==> config.mk <==
export PLATFORM = sky130hd
export DESIGN_NAME = seq_detect_param
export DESIGN_NICKNAME = d
export VERILOG_FILES = /design/src/rtl/seq_detect_param.sv
export SDC_FILE = /design/constraint.sdc
export NUM_CORES = 1
export LEC_CHECK = 0
export ABC_AREA = 1
export CORE_MARGIN = 5
export CORE_UTILIZATION = 39
export CTS_CLUSTER_SIZE = 16
export DETAILED_ROUTE_END_ITERATION = 10
export PLACE_DENSITY = 0.74
export SLEW_MARGIN = 20
export SYNTH_ARGS = -nofsm -noshare
export SYNTH_HDL_FRONTEND = slang
export SYNTH_SLANG_ARGS = --single-unit
==> constraint.sdc <==
create_clock -name clk -period 1.3 [get_ports clk]
set_input_delay 0.13 -clock clk [delete_from_list [all_inputs] [get_ports clk]]
set_output_delay 0.13 -clock clk [all_outputs]
set_load 0.1 [all_outputs]
==> src/rtl/seq_detect_param.sv <==
// Parametrised Mealy serial-pattern detector with run-time pattern reload and overlap select.
// Optional saturating match counter built only when SEQDET_COUNT_EN is defined.
module seq_detect_param #(
    parameter int unsigned                PATTERN_LEN = 4,
    parameter logic [PATTERN_LEN-1:0]     PATTERN     = 4'b0011,
    parameter int unsigned                CNT_WIDTH   = 8
) (
    input  logic                   clk,
    input  logic                   reset,
    input  logic                   en,
    input  logic                   w,
    input  logic                   overlap,
    input  logic                   pat_load,
    input  logic [PATTERN_LEN-1:0] pat_in,
    input  logic                   cnt_clr,
    output logic                   z,
    output logic                   z_q,
    output logic [CNT_WIDTH-1:0]   match_count
);

    localparam int unsigned FW = $clog2(PATTERN_LEN);
    localparam logic [FW-1:0] FILL_MAX = FW'(PATTERN_LEN - 1);

    logic [PATTERN_LEN-1:0] pat_q,  pat_d;
    logic [PATTERN_LEN-2:0] hist_q, hist_d;
    logic [FW-1:0]          fill_q, fill_d;
    logic [PATTERN_LEN-1:0] cand;

    // Window of history plus the current bit; slicing it avoids a negative range when PATTERN_LEN=2.
    assign cand = {hist_q, w};

    always_ff @(posedge clk or posedge reset) begin
        if (reset) begin
            pat_q  <= PATTERN;
            hist_q <= '0;
            fill_q <= '0;
            z_q    <= 1'b0;
        end else begin
            pat_q  <= pat_d;
            hist_q <= hist_d;
            fill_q <= fill_d;
            z_q    <= z;
        end
    end

    always_comb begin
        pat_d  = pat_q;
        hist_d = hist_q;
        fill_d = fill_q;
        if (pat_load) begin
            pat_d  = pat_in;
            hist_d = '0;
            fill_d = '0;
        end else if (en) begin
            hist_d = cand[PATTERN_LEN-2:0];
            if (z && !overlap) begin
                fill_d = '0;
            end else if (fill_q != FILL_MAX) begin
                fill_d = fill_q + FW'(1);
            end
        end
    end

    always_comb begin
        z = en && !pat_load && (fill_q == FILL_MAX) && (cand == pat_q);
    end

`ifdef SEQDET_COUNT_EN
    logic [CNT_WIDTH-1:0] cnt_q, cnt_d;

    always_ff @(posedge clk or posedge reset) begin
        if (reset) begin
            cnt_q <= '0;
        end else begin
            cnt_q <= cnt_d;
        end
    end

    always_comb begin
        cnt_d = cnt_q;
        if (cnt_clr) begin
            cnt_d = '0;
        end else if (z && (cnt_q != '1)) begin
            cnt_d = cnt_q + CNT_WIDTH'(1);
        end
    end

    assign match_count = cnt_q;
`else
    logic unused_cnt_clr;
    assign unused_cnt_clr = cnt_clr;
    assign match_count    = '0;
`endif

endmodule

Word-level counts from Yosys, hierarchy flattened
Cells that the tools add are included.

storage, ports and cells
  bits in registers = 10
  latch bits = 0
  memory bits (writable) = 0
  bits in read-only memories = 0
  input port bits = 11
  output and inout port bits = 10
  word-level logic and storage cells = 23
  memories = 0

cells by class
  add/subtract/negate cells = 1
  $mul = 0
  divide/modulo/power cells = 0
  $lt $le $gt $ge = 0
  equality and inequality tests = 3
  shift-type cells = 0
  muxes and demuxes = 6
  bitwise operators = 0
  reductions and logical operators = 9

operators with widths
  cell                                           count
  2-to-1 mux 2 bit                               4
  2-to-1 mux 3 bit                               2
  equality test 4 bit                            1
  logical AND 1 bit                              4
  nonzero test 3 bit                             1
  adder 2 x 1 -> 2 bit (second input constant)   1
  equality test 2 bit (second input constant)    1
  logical NOT 1 bit                              2
  inequality test 2 bit (second input constant)  1
  AND reduction 2 bit                            1
  nonzero test 2 bit                             1

Depth between registers and ports, before layout
  depth in word-level cells = 8
  mapped depth = 9
  mapped depth without buffers = 9

Worst setup path before layout
Ideal clock, no wire load.

  path kind = flip-flop to flip-flop
  start point = reg pat_q[0]
  end point = reg z_q
  arrival = 2113 ps
  data required time = 1034 ps
  setup slack = -1079 ps
  stages on the path, launching flop included = 7
  period minus slack after synthesis = 2379 ps
  cell sequence = dfstp_2 > inv_1 > nand2_1 > nand2_1 > nor2_4 > nand2_1 > nor2_1

between the ends
  cells in the longest elaborated chain, start to end = 2

ends and longest elaborated chain
  item                    RTL line  source
  start, declared         24        logic [PATTERN_LEN-1:0] pat_q, pat_d;
  start signal, assigned  39        pat_q <= pat_d;
  equality test 4 bit     65        z = en && !pat_load && (fill_q == FILL_MAX) && (cand == pat_q);
  logical AND 1 bit       65
  via z                   16        output logic z,
  end signal, assigned    42        z_q <= z;
  end, declared           17        output logic z_q,

The timed path passes the listed nets, and every way through them passes these cells.
A chain may end at the register's enable or synchronous reset.

Worst setup path after layout
  start point = reg pat_q[0]
  end point = out z

between the ends
  cells in the longest elaborated chain, start to end = 2

ends and longest elaborated chain
  item                 RTL line
  equality test 4 bit  65
  logical AND 1 bit    65
  end, declared        16

No other way between the ends.

==> results.md <==
* Critical Path Stages at 7
* Cts bufs inserted at 3
* ANT cells at 0
* Final non-filler cell total at 115
* Layout cells sized above 1 at 39.4%
* First-pass GRT wire length at 1820 um
* Post-synth ARST share at 100%
* CP max stage delay at 0.54 ns
* Chip height at just under 50 um
* Final slew viol count at 0
* Tot GR Track Use at 10.0%
* Vias per std cell at approximately 4.4
* Worst-skew pair later-pin latency at 0.27 ns
* Xor-xnor portion of the synthesized cell area at 0%
* Main flop type after synthesis: dfrtp_1
* Yosys top cell area share at 32.5%
* Die W at 49.7 um
* Util after Layout at about 57%
* Crit-path leading delay family: flip-flops
* Post-synth top cells: nand2_1, inv_1, buf_4, dfrtp_1, inv_2
* Worst EP arrival at between 1 and 1.5 ns
* Minimum clock period at 1.55 ns
* Startpoint types: flop
* Top post-synthesis cells by area: dfrtp_1, nand2_1, buf_4
* CP required at 1.17 ns
* Cell Area, Placed at 786 um2
* Syn Std Cell Area at roughly 620 um2
* Fin worst setup slack at -0.254 ns
* Initial DRC count at 6
* Kind of critical path: reg -> out
* CTS hold repair buffers at 0
* Failing checks: negative setup slack
* Num rows at 14
* Worst setup EP type: primary output
* Final Hold Viols at 0
* Number of global-route vias before repair at ~460
* Drt total wl at 1150 um
* Worst reg-to-reg path cell count at 10
* Clock sinks at 10
* Compound-gate portion of the synthesized area at 6.30%
* Number of synthesized flops with an enable pin at 0
* MaxCap Viol Count at 0
* Antenna violations before repair at 0
* Clk slew on worst S/H paths at around 0.070 ns
* Ys Warns at 0
* Final GP Congestion at ~0.78
* Layout area overhead at 38.4%
* Largest area contributor in the netlist: dfrtp_1
* Num ports at 21
* Worst path bufs/invs at 2
* CP cell instances: inv_2, nand2_2, nand2_2, nor2_4, nand2_2, nor2_4, buf_12
* Filler cell count at 152
* Adder-cell share of the synthesized area at 2.03%
* Layout Nets at 112
* Min-delay worst type: in -> async
* RSZ-0062 raised after global routing: true
* Port Buffers at 11
* DP Worst Slack at -0.193 ns
* Initial Utilization at about 41%
* Yosys reg bits at 10
* Clock Tree Buf Depth at 2
* Outcome: complete, but fails checks
* Die area at 2470 um2
* Final setup viols at 3
* Area of the multi-input gates at 285 um2
* Max VDD drop at 0.674 mV
* Most common cell in the netlist: nand2_1
* Reg area at 253 um2
* Pleak at 0.438 nW
* Most used cell, CP: nand2_2
* Final ANT Viol Nets at 0
* Largest family of logic cells by synthesized area: simple AND/OR/NAND/NOR gates
* Synth Area in Simple Gates at 29.9%
* Post-synthesis sequential area ratio at 41.1%
* Core Region at 1510 um2
* Congestion Overflow GR at 0
* Post-route setup TNS at -0.364 ns
* Fmax at 0.644 GHz
* CP Max Fanout at 2
* Root Driver: clkbuf_4
* Netlist cell types at 20
* H-Tree Level Count at 1
* Post-Syn Area per Cell at 8.10 um2
* Slowest-stage cell, CP: dfstp_2
* Clock skew at 0.00294 ns
* Post-Layout Inst Area at 852 um2
* Final Cycle Share at 120%
* CTS tree: built
* DRC at 0
* Pre-Repair DR Iteration Count at 4
* Post-synthesis mux area share at 0%
* Cell Pwr Density at approximately 1100 nW/um2
* Syn Inst Count at 76
* Wire per inst at 9.99 um
* Placed insts at 108
* Post-DP HPWL at approximately 930 um
* Routed via count at 504
* Pin count of the biggest net entering global routing at 11
[repair_timing]
action / CTS / global route
endpoints found under the setup margin: 1 / 3
endpoints found under the hold margin: 0 / 0
buffers inserted: 3 / 0
resized for setup: 4 / 0
pin swaps: 4 / 0
[cell families after synthesis]
| family | Yosys count |
|---|---|
| AND/OR/NAND/NOR | 34 |
| buffers and inverters | 23 |
| flip-flops | 10 |
| AO/OA/AOI/OAI | 7 |
| adder cells (fa/ha/maj) | 1 |
| other | 1 |
[path summary, 6_finish.rpt]
path	start	to	slack [ns]
setup reg to reg	pat_q[0]$_DFFE_PP1P_	fill_q[0]$_DFFE_PP0P_	-0.06
max in group asynchronous	reset	pat_q[1]$_DFFE_PP1P_	0.85
hold / removal	reset	fill_q[0]$_DFFE_PP0P_	0.13
min in group clk	pat_in[1]	pat_q[1]$_DFFE_PP1P_	0.37
hold reg to reg	pat_q[1]$_DFFE_PP1P_	pat_q[1]$_DFFE_PP1P_	0.49
setup / recovery	pat_q[0]$_DFFE_PP1P_	z	-0.25
[per-stage QoR]
stage | hold slack (ns) | total power [mW]
floorplan | -0.0313 | 0.562
global placement | 0.442 | 0.605
detailed placement | 0.448 | 0.610
CTS | 0.154 | 0.909
global route | 0.175 | 0.948
finish | 0.134 | 0.899
[flip-flops by register name (all words and copies together), names as in the netlist]
name	flops
pat_q	4
z_q	1
fill_q	2
hist_q	3
[area by class of cell]
type / count / share of cell area (%)
Clock buffer: 4 / 4.26
Inverter: 14 / 6.17
Multi-Input combinational cell: 50 / 33.5
Sequential cell: 10 / 29.7
Tap cell: 16 / 2.35
Timing Repair Buffer: 21 / 24.1
[placed cells by master, fill, tap and decap left out]
cell | netlist | final
o21ai_1 | 4 | 4
clkbuf_8 | 0 | 1
nand4_2 | 1 | 1
nor2_8 | 1 | 1
clkbuf_4 | 0 | 3
nor2_4 | 1 | 2
ha_2 | 0 | 1
inv_1 | 9 | 7
nand2_1 | 22 | 18
buf_12 | 0 | 2
nand2_4 | 1 | 1
clkdlybuf4s50_1 | 0 | 9
conb_1 | 1 | 8
nor2_1 | 2 | 1
inv_2 | 5 | 7
nand3_2 | 1 | 1
o22ai_1 | 3 | 3
dfrtp_1 | 8 | 8
nor2_2 | 1 | 1
dfstp_2 | 2 | 2
nand3_1 | 2 | 2
nand2_2 | 2 | 6
buf_4 | 8 | 10
[layer usage]
metal | wire length, um | vias up | GRT usage [%]
met3 | 109 | 5 | 3.31
met5 | 0 | - | 0
met4 | 44 | 0 | 7.86
met2 | 563 | 18 | 16.7
li1 | - | 262 | -
met1 | 430 | 219 | 10.1
[power breakdown]
group | switching, mW | internal (mW)
Sequential | 0.0142 | 0.337
Clock | 0.115 | 0.170
Combinational | 0.179 | 0.0831
Total | 0.308 | 0.591
Power figures use the tool's default switching activity.
